**config.mk**
```make
export PLATFORM = sky130hd
export DESIGN_NAME = vmicro16_wb_interconnect_flat
export DESIGN_NICKNAME = d
export VERILOG_FILES = /design/src/rtl/vmicro16_wb_interconnect_pkg.sv /design/src/rtl/vmicro16_wb_interconnect_if.sv /design/src/rtl/vmicro16_wb_interconnect_arbiter.sv /design/src/rtl/vmicro16_wb_interconnect.sv /design/src/flat_wrapper.sv
export SDC_FILE = /design/constraint.sdc
export NUM_CORES = 1
export LEC_CHECK = 0
export ABC_CLOCK_PERIOD_IN_PS = 2430
export BUFFER_PORTS_ARGS = -buffer_cell sky130_fd_sc_hd__buf_2
export CORE_ASPECT_RATIO = 0.75
export CORE_MARGIN = 1.5
export CORE_UTILIZATION = 25
export CTS_CLUSTER_SIZE = 20
export DETAILED_ROUTE_END_ITERATION = 8
export GPL_TIMING_DRIVEN = 0
export HOLD_SLACK_MARGIN = 0.15
export PLACE_DENSITY_LB_ADDON = 0.05
export SYNTH_ARGS = -nofsm -noshare
export SYNTH_HDL_FRONTEND = slang
export SYNTH_SLANG_ARGS = --single-unit
export TNS_END_PERCENT = 10
```
**constraint.sdc**
```tcl
create_clock -name clk -period 2.43 [get_ports clk]
set_input_delay 0.486 -clock clk [delete_from_list [all_inputs] [get_ports clk]]
set_output_delay 0.486 -clock clk [all_outputs]
set_load 0.05 [all_outputs]
```
**src/rtl/vmicro16_wb_interconnect_pkg.sv**
```systemverilog
// Shared definitions for the vmicro16 Wishbone interconnect.
//   state_t  : bus ownership state (IDLE, OWNED)
//   DEF_*    : default widths and counts used by the interface and top level
//   next_rr  : round-robin pointer advance with wrap at the master count
package vmicro16_wb_pkg;

  typedef enum logic {
    IDLE  = 1'b0,
    OWNED = 1'b1
  } state_t;

  localparam int DEF_NUM_MASTERS = 2;
  localparam int DEF_NUM_SLAVES  = 4;
  localparam int DEF_ADDR_W      = 16;
  localparam int DEF_DATA_W      = 16;
  localparam int DEF_SEL_W       = 4;
  localparam int DEF_TIMEOUT     = 255;

  // Pointer to the master just after the one that released the bus.
  function automatic int unsigned next_rr(input int unsigned gnt, input int unsigned num);
    return (gnt + 1 >= num) ? 0 : gnt + 1;
  endfunction

endpackage

```
**src/rtl/vmicro16_wb_interconnect_if.sv**
```systemverilog
// Bundle of all master-side and slave-side Wishbone signals of the
// interconnect. Master k's address/data occupy [k*W +: W] of the packed
// vectors; slave s's read data occupies [s*DATA_W +: DATA_W].
//   modport slave  : the interconnect's view (it serves the core masters)
//   modport master : the environment's view (cores and peripherals)
interface vmicro16_wb_interconnect_if
  import vmicro16_wb_pkg::*;
#(
  parameter int NUM_MASTERS = DEF_NUM_MASTERS,
  parameter int NUM_SLAVES  = DEF_NUM_SLAVES,
  parameter int ADDR_W      = DEF_ADDR_W,
  parameter int DATA_W      = DEF_DATA_W
) ();

  logic [NUM_MASTERS-1:0]        m_cyc_i;
  logic [NUM_MASTERS-1:0]        m_stb_i;
  logic [NUM_MASTERS-1:0]        m_we_i;
  logic [NUM_MASTERS*ADDR_W-1:0] m_addr_i;
  logic [NUM_MASTERS*DATA_W-1:0] m_data_i;
  logic [DATA_W-1:0]             m_data_o;
  logic [NUM_MASTERS-1:0]        m_ack_o;
  logic [NUM_MASTERS-1:0]        m_err_o;

  logic                          s_cyc_o;
  logic [NUM_SLAVES-1:0]         s_stb_o;
  logic                          s_we_o;
  logic [ADDR_W-1:0]             s_addr_o;
  logic [DATA_W-1:0]             s_data_o;
  logic [NUM_SLAVES*DATA_W-1:0]  s_data_i;
  logic [NUM_SLAVES-1:0]         s_ack_i;

  modport slave (
    input  m_cyc_i, m_stb_i, m_we_i, m_addr_i, m_data_i, s_data_i, s_ack_i,
    output m_data_o, m_ack_o, m_err_o, s_cyc_o, s_stb_o, s_we_o, s_addr_o, s_data_o
  );

  modport master (
    output m_cyc_i, m_stb_i, m_we_i, m_addr_i, m_data_i, s_data_i, s_ack_i,
    input  m_data_o, m_ack_o, m_err_o, s_cyc_o, s_stb_o, s_we_o, s_addr_o, s_data_o
  );

endinterface

```
**src/rtl/vmicro16_wb_interconnect_arbiter.sv**
```systemverilog
// Combinational round-robin arbiter.
//   req : request vector, one bit per master
//   ptr : index where the search starts (searches upward, wraps)
//   gnt : index of the first requester at or after ptr
//   vld : at least one request present
module vmicro16_rr_arbiter #(
  parameter int N  = 2,
  parameter int IW = (N > 1) ? $clog2(N) : 1
) (
  input  logic [N-1:0]  req,
  input  logic [IW-1:0] ptr,
  output logic [IW-1:0] gnt,
  output logic          vld
);

  always_comb begin
    int idx;
    gnt = '0;
    vld = 1'b0;
    idx = 0;
    for (int i = 0; i < N; i++) begin
      idx = int'(ptr) + i;
      if (idx >= N) idx = idx - N;
      for (int j = 0; j < N; j++) begin
        if (!vld && (j == idx) && req[j]) begin
          vld = 1'b1;
          gnt = IW'(j);
        end
      end
    end
  end

endmodule

```
**src/rtl/vmicro16_wb_interconnect.sv**
```systemverilog
// Shared-bus Wishbone (classic, single transfer) interconnect for the
// vmicro16 SoC. Round-robin arbitration hands the bus to one master for the
// duration of its cyc; the granted master's signals are muxed onto the slave
// bus and the upper SEL_W address bits pick a one-hot slave strobe.
// Unmapped addresses are terminated with ack+err.
//
// Ports: clk, reset (synchronous, active-high), bus (slave modport of
// vmicro16_wb_interconnect_if carrying all m_* and s_* signals).
//
// Optional feature: define VMICRO16_WB_TIMEOUT_EN to error-terminate a
// strobe that a slave leaves unacknowledged for TIMEOUT cycles. Without it a
// silent slave stalls the bus until the master drops cyc.
module vmicro16_wb_interconnect
  import vmicro16_wb_pkg::*;
#(
  parameter int NUM_MASTERS = DEF_NUM_MASTERS,
  parameter int NUM_SLAVES  = DEF_NUM_SLAVES,
  parameter int ADDR_W      = DEF_ADDR_W,
  parameter int DATA_W      = DEF_DATA_W,
  parameter int SEL_W       = DEF_SEL_W,
  parameter int TIMEOUT     = DEF_TIMEOUT
) (
  input  logic                       clk,
  input  logic                       reset,
  vmicro16_wb_interconnect_if.slave  bus
);

  localparam int MW = (NUM_MASTERS > 1) ? $clog2(NUM_MASTERS) : 1;

  if (NUM_MASTERS < 1 || NUM_MASTERS > 8 || NUM_SLAVES < 1 || NUM_SLAVES > 16 ||
      SEL_W < 1 || SEL_W > ADDR_W || TIMEOUT < 1 || TIMEOUT > 65535) begin : g_param_check
    $error("vmicro16_wb_interconnect: parameter out of range");
  end

  state_t          state;
  logic [MW-1:0]   gnt;
  logic [MW-1:0]   rr;
  logic [MW-1:0]   arb_gnt;
  logic            arb_vld;

  vmicro16_rr_arbiter #(.N(NUM_MASTERS), .IW(MW)) u_arb (
    .req (bus.m_cyc_i),
    .ptr (rr),
    .gnt (arb_gnt),
    .vld (arb_vld)
  );

  // Granted-master mux
  logic                   cyc_g, stb_g, we_g;
  logic [ADDR_W-1:0]      addr_g;
  logic [DATA_W-1:0]      data_g;
  logic [NUM_MASTERS-1:0] gnt_oh;

  always_comb begin
    cyc_g  = 1'b0;
    stb_g  = 1'b0;
    we_g   = 1'b0;
    addr_g = '0;
    data_g = '0;
    gnt_oh = '0;
    for (int k = 0; k < NUM_MASTERS; k++) begin
      if (gnt == MW'(k)) begin
        cyc_g     = bus.m_cyc_i[k];
        stb_g     = bus.m_stb_i[k];
        we_g      = bus.m_we_i[k];
        addr_g    = bus.m_addr_i[k*ADDR_W +: ADDR_W];
        data_g    = bus.m_data_i[k*DATA_W +: DATA_W];
        gnt_oh[k] = 1'b1;
      end
    end
  end

  // Everything on the slave side is qualified by the granted cyc, so the
  // cycle in which the owner drops cyc already shows an idle slave bus.
  logic              active;
  logic              stb;
  logic [ADDR_W-1:0] addr_s;
  logic [SEL_W-1:0]  sel;

  assign active       = (state == OWNED) && cyc_g;
  assign stb          = active && stb_g;
  assign addr_s       = active ? addr_g : '0;
  assign sel          = addr_s[ADDR_W-1 -: SEL_W];
  assign bus.s_cyc_o  = active;
  assign bus.s_we_o   = active && we_g;
  assign bus.s_addr_o = addr_s;
  assign bus.s_data_o = active ? data_g : '0;

  // Address decode
  logic                  mapped;
  logic                  slave_ack;
  logic [DATA_W-1:0]     slave_data;
  logic [NUM_SLAVES-1:0] slave_oh;

  always_comb begin
    mapped     = 1'b0;
    slave_ack  = 1'b0;
    slave_data = '0;
    slave_oh   = '0;
    for (int s = 0; s < NUM_SLAVES; s++) begin
      if (sel == SEL_W'(s)) begin
        mapped      = 1'b1;
        slave_ack   = bus.s_ack_i[s];
        slave_data  = bus.s_data_i[s*DATA_W +: DATA_W];
        slave_oh[s] = 1'b1;
      end
    end
  end

  logic timeout_hit;
  logic pass;   // strobe reaches a real slave this cycle
  logic term;   // interconnect terminates the strobe itself with an error
  logic ack;

  assign pass        = stb && mapped && !timeout_hit;
  assign term        = stb && (timeout_hit || !mapped);
  assign ack         = term || (pass && slave_ack);
  assign bus.s_stb_o = pass ? slave_oh : '0;
  assign bus.m_data_o = pass ? slave_data : '0;
  assign bus.m_ack_o = ack ? gnt_oh : '0;
  assign bus.m_err_o = term ? gnt_oh : '0;

`ifdef VMICRO16_WB_TIMEOUT_EN
  logic [15:0] tcnt;

  assign timeout_hit = (state == OWNED) && (tcnt == 16'(TIMEOUT));

  // Counts consecutive unacknowledged strobe cycles; any gap in the strobe,
  // any ack (including the timeout's own) restarts it.
  always_ff @(posedge clk) begin
    if (reset)
      tcnt <= '0;
    else if (!stb || ack)
      tcnt <= '0;
    else
      tcnt <= tcnt + 16'd1;
  end
`else
  assign timeout_hit = 1'b0;
`endif

  // Ownership FSM
  always_ff @(posedge clk) begin
    if (reset) begin
      state <= IDLE;
      gnt   <= '0;
      rr    <= '0;
    end else begin
      case (state)
        IDLE: begin
          if (arb_vld) begin
            gnt   <= arb_gnt;
            state <= OWNED;
          end
        end
        OWNED: begin
          if (!cyc_g) begin
            state <= IDLE;
            rr    <= MW'(next_rr(32'(gnt), NUM_MASTERS));
          end
        end
        default: state <= IDLE;
      endcase
    end
  end

endmodule
```
**src/flat_wrapper.sv**
```systemverilog
// flat-port wrapper written by rule: the top's interface ports become plain ports
module vmicro16_wb_interconnect_flat import vmicro16_wb_pkg::*;
#(
  parameter int NUM_MASTERS = DEF_NUM_MASTERS,
  parameter int NUM_SLAVES  = DEF_NUM_SLAVES,
  parameter int ADDR_W      = DEF_ADDR_W,
  parameter int DATA_W      = DEF_DATA_W,
  parameter int SEL_W       = DEF_SEL_W,
  parameter int TIMEOUT     = DEF_TIMEOUT
)
  (clk, reset, bus_m_cyc_i, bus_m_stb_i, bus_m_we_i, bus_m_addr_i, bus_m_data_i, bus_s_data_i, bus_s_ack_i, bus_m_data_o, bus_m_ack_o, bus_m_err_o, bus_s_cyc_o, bus_s_stb_o, bus_s_we_o, bus_s_addr_o, bus_s_data_o);
  vmicro16_wb_interconnect_if #(.NUM_MASTERS(NUM_MASTERS), .NUM_SLAVES(NUM_SLAVES), .ADDR_W(ADDR_W), .DATA_W(DATA_W)) bus_i ();
  input  logic clk;
  input  logic reset;
  input wire logic [$bits(bus_i.m_cyc_i)-1:0] bus_m_cyc_i;
  input wire logic [$bits(bus_i.m_stb_i)-1:0] bus_m_stb_i;
  input wire logic [$bits(bus_i.m_we_i)-1:0] bus_m_we_i;
  input wire logic [$bits(bus_i.m_addr_i)-1:0] bus_m_addr_i;
  input wire logic [$bits(bus_i.m_data_i)-1:0] bus_m_data_i;
  input wire logic [$bits(bus_i.s_data_i)-1:0] bus_s_data_i;
  input wire logic [$bits(bus_i.s_ack_i)-1:0] bus_s_ack_i;
  output wire logic [$bits(bus_i.m_data_o)-1:0] bus_m_data_o;
  output wire logic [$bits(bus_i.m_ack_o)-1:0] bus_m_ack_o;
  output wire logic [$bits(bus_i.m_err_o)-1:0] bus_m_err_o;
  output wire logic [$bits(bus_i.s_cyc_o)-1:0] bus_s_cyc_o;
  output wire logic [$bits(bus_i.s_stb_o)-1:0] bus_s_stb_o;
  output wire logic [$bits(bus_i.s_we_o)-1:0] bus_s_we_o;
  output wire logic [$bits(bus_i.s_addr_o)-1:0] bus_s_addr_o;
  output wire logic [$bits(bus_i.s_data_o)-1:0] bus_s_data_o;
  assign bus_i.m_cyc_i = bus_m_cyc_i;
  assign bus_i.m_stb_i = bus_m_stb_i;
  assign bus_i.m_we_i = bus_m_we_i;
  assign bus_i.m_addr_i = bus_m_addr_i;
  assign bus_i.m_data_i = bus_m_data_i;
  assign bus_i.s_data_i = bus_s_data_i;
  assign bus_i.s_ack_i = bus_s_ack_i;
  assign bus_m_data_o = bus_i.m_data_o;
  assign bus_m_ack_o = bus_i.m_ack_o;
  assign bus_m_err_o = bus_i.m_err_o;
  assign bus_s_cyc_o = bus_i.s_cyc_o;
  assign bus_s_stb_o = bus_i.s_stb_o;
  assign bus_s_we_o = bus_i.s_we_o;
  assign bus_s_addr_o = bus_i.s_addr_o;
  assign bus_s_data_o = bus_i.s_data_o;
  vmicro16_wb_interconnect #(.NUM_MASTERS(NUM_MASTERS), .NUM_SLAVES(NUM_SLAVES), .ADDR_W(ADDR_W), .DATA_W(DATA_W), .SEL_W(SEL_W), .TIMEOUT(TIMEOUT)) u_core (.clk(clk), .reset(reset), .bus(bus_i));
endmodule
```
==> results.ini <==
[outcome]
run_status = complete, but fails checks
violations_in_the_final_reports = setup timing

[power]
power.share.sequential = 0.073
cellLeakagePower_nw = 1.659
pwr-share-clk = 0.172
comb_power_share = 0.755
vdd.ir_drop.worst_mv = 0.2496
p_total_w = 0.0008307
internal-power_w = 0.0004329
pwr_density_cell_nw_per_um2 = 244.3
sw_frac_of_total = 0.4789
p_switching_w = 0.0003978

[die]
fp.dieArea_um2 = 6942
start_util = 0.2576
core-area_um2 = 6256
rows = 25
fp.dieH_um = 72.53
floorplan.die.width_um = 95.71
ios = 198

[global_routing]
global_route_wire_length_before_repair_um = 11750
global_route.overflow_total = 0
number_of_antenna_violations_at_the_first_check_in_global_routing = 0
grt_pass1_vias = 2425
grt_start_max_net_pins = 11
groute.usage.overall = 0.2121

[clock_tree]
htreeDepth = 1
clkSlewWorstSetupHoldPaths_ns = 0.03
cts-buffers-inserted = 3
cts_root_buffer = sky130_fd_sc_hd__clkbuf_8
postCtsHoldBufs = 0
clock-sinks = 3
clock_latency_ns = 0.21
number_of_buffers_between_clock_root_and_the_deepest_sink = 2
clock_tree_from_tritoncts = done

[detailed_routing]
detail_route.vias_per_cell = 5.004
drtAntennaViolNets = 0
drt_drc_violations_left = 0
drt_pass1_iterations = 5
initialDrtViolationCount = 80
via_count = 2617
drt_wl_total_um = 7942
detail_route.wl_per_cell_um = 15.19

[logic_synthesis]
synth_top_area_cell = sky130_fd_sc_hd__mux2i_1
synth_most_common_cell = sky130_fd_sc_hd__nor2_1
yosys-top-cells-count = 40 x sky130_fd_sc_hd__nor2_1, 30 x sky130_fd_sc_hd__mux2i_1, 15 x sky130_fd_sc_hd__nand3_1, 15 x sky130_fd_sc_hd__o21ai_0, 12 x sky130_fd_sc_hd__nand2_1
mappedNetlistArea_um2 = 1612
async_flop_share = 0
synth_top_area_share = 0.1863
yosysSeqAreaShare = 0.03727
dominantRegCellSynth = sky130_fd_sc_hd__dfxtp_1
synth.area.top_cells = sky130_fd_sc_hd__mux2i_1 19%, sky130_fd_sc_hd__nor2_1 9.3%, sky130_fd_sc_hd__o221a_1 7.0%
synth_compound_gate_area_share = 0.3284
synth-xor-area-share = 0
synth.avg_cell_area_um2 = 7.037
post_synth_mux_area_share = 0.2096
yosysUniqueCellTypes = 42
synth.ff_latch_count = 3
yosys.area_share.adder = 0
combinational_family_with_the_most_area_after_synthesis = compound AO/OA/AOI/OAI gates
synthCells = 229
synthesis.yosys.warnings = 0
synth_fp_nets = 369
synth_enable_flop_cells = 0
synth-simple-area-share = 0.3253

[cells_and_area]
area_delta_synth_final_pct = 111.0
finish.cell_count_without_fillers = 523
diodes = 0
finish.net_count = 583
layout.filler_cells = 641
multiInputGateArea_um2 = 1694
final_core_util = 0.5436
post_route_cells_drive_above_1_share = 0.6267
regArea_um2 = 65.06

[place]
dp_cells = 505
place_worst_setup_slack_ns = -0.3444
port-buffer-count = 195
place.detailed.hpwl_um = 6136
gp_congestion = 0.7655

[worst_setup_path]
series_of_cell_instances_along_the_critical_path = buf_6 > nand4b_1 > a221oi_4 > buf_4 > o21a_1 > o221a_1 > buf_6
cpLargestDelayFamily = compound AO/OA/AOI/OAI gates
setup.worst_path.start_class = flop
cp.buffers_inverters = 3
crit_path_top_delay_cell = sky130_fd_sc_hd__a221oi_4
data_required_time_of_the_worst_path_ns = 1.94
crit_fanout = 5
timing.critical_path.arrival_ns = 2.04
critical_path.most_common_cell = sky130_fd_sc_hd__buf_6
critical-path-max-stage-delay_ns = 0.46
cp-end-kind = output pin
worst-setup-path-type = flop to output pin

[sta]
hold_viol = 0
final_critical_path_setup_slack_ns = -0.09906
min_period_over_period = 1.041
report.final.slew_viol_count = 0
finalHoldWorstSlack_ns = 0.4620
rsz0062_at_grt = true
setup_viol = 16
finalCriticalPeriod_ns = 2.529
maxSlewHeadroom = 0.7149
worstMarginPinSlew_ns = 0.4268
max_freq_mhz = 395.4
final.setup_skew_ns = 0.0003416

[hold_path]
hold_path_class = input port to flop

[job]
timing.max_cap.violations = 0

[registers in the layout, indices dropped and copies added, names as in the netlist]
register / cells
u_core.state: 1
u_core.gnt: 1
u_core.rr: 1
[timing repair]
item	in CTS	in global routing
gates cloned	2	0
setup endpoints to repair	44	40
gates resized for setup	95	26
setup buffers	11	1
pin swaps	5	2
[layout by cell type, fill, tap and decap left out, types with 3 or more instances in the layout]
master / n
sky130_fd_sc_hd__buf_2: 171
sky130_fd_sc_hd__nor2_1: 39
sky130_fd_sc_hd__buf_6: 32
sky130_fd_sc_hd__mux2i_1: 30
sky130_fd_sc_hd__buf_4: 15
sky130_fd_sc_hd__nand3_1: 15
sky130_fd_sc_hd__o21a_1: 11
sky130_fd_sc_hd__nand2_1: 10
sky130_fd_sc_hd__o21ai_0: 10
sky130_fd_sc_hd__a211oi_1: 10
sky130_fd_sc_hd__o221a_1: 10
sky130_fd_sc_hd__nor4b_2: 9
sky130_fd_sc_hd__inv_1: 6
sky130_fd_sc_hd__clkbuf_4: 5
sky130_fd_sc_hd__buf_8: 4
sky130_fd_sc_hd__o21ai_1: 4
sky130_fd_sc_hd__a31oi_4: 4
sky130_fd_sc_hd__a21oi_4: 3
sky130_fd_sc_hd__a311oi_4: 3
sky130_fd_sc_hd__clkbuf_2: 3
sky130_fd_sc_hd__a21oi_1: 3
sky130_fd_sc_hd__clkbuf_8: 3
[final cells by class]
cell class / count / area share
repair buffers: 209 / 0.3779
clock buffers: 4 / 0.01325
plain buffers: 22 / 0.05188
flip-flops and latches: 3 / 0.01913
well taps: 81 / 0.02980
multi-input cells: 196 / 0.4982
inverters: 8 / 0.009934
[logic make-up (layout without fill, tap and decap cells)]
kind of cell | after synthesis | count (layout)
AND/OR/NAND/NOR | 94 | 94
AO/OA/AOI/OAI | 69 | 69
multiplexers | 33 | 33
buffers and inverters | 30 | 243
flip-flops | 3 | 3
[metrics by stage]
stage,cell area (µm²),setup TNS (ns)
6_report,3401,-1.121
5_1_grt,3401,-2.893
4_1_cts,3322,-0.8597
3_5_place_dp,2843,-5.427
3_3_place_gp,2843,-4.996
2_1_floorplan,1765,-2.061
[worst register-to-register path, cell delays in order (launching register included)]
cell and delay [ns]:
sky130_fd_sc_hd__dfxtp_4 0.37, sky130_fd_sc_hd__buf_6 0.13, sky130_fd_sc_hd__buf_8 0.13, sky130_fd_sc_hd__buf_2 0.31
sky130_fd_sc_hd__o21ai_0 0.16, sky130_fd_sc_hd__a21oi_1 0.16
[per-layer routing]
metal	GRT usage	routed length, µm	part of all wire	vias up
met5	0	0	0	-
met4	0.01634	13	0.0016	0
met3	0.03669	677	0.085	2
met2	0.3748	3895	0.49	107
met1	0.2790	3356	0.42	1202
li1	-	-	-	1306
[power by group through the flow]
stage / Sequential [W] / Clock [W] / Combinational (W)
2_1_floorplan: 0.0000589 / 0 / 0.000358
3_3_place_gp: 0.0000597 / 0 / 0.000542
3_5_place_dp: 0.0000596 / 0 / 0.000546
4_1_cts: 0.0000599 / 0.000146 / 0.000613
5_1_grt: 0.0000609 / 0.000156 / 0.000673
6_report: 0.0000603 / 0.000143 / 0.000628
[final timing paths]
kind                   start              end  slack [ns]  cells past startpoint
hold reg to reg    u_core.rr        u_core.rr        0.57                      3
setup reg to reg  u_core.gnt       u_core.gnt        1.09                      5
setup / recovery  u_core.gnt  bus_m_data_o[0]        -0.1                      7
hold / removal         reset       u_core.gnt        0.46                      2
Power figures use the tool's default switching activity.
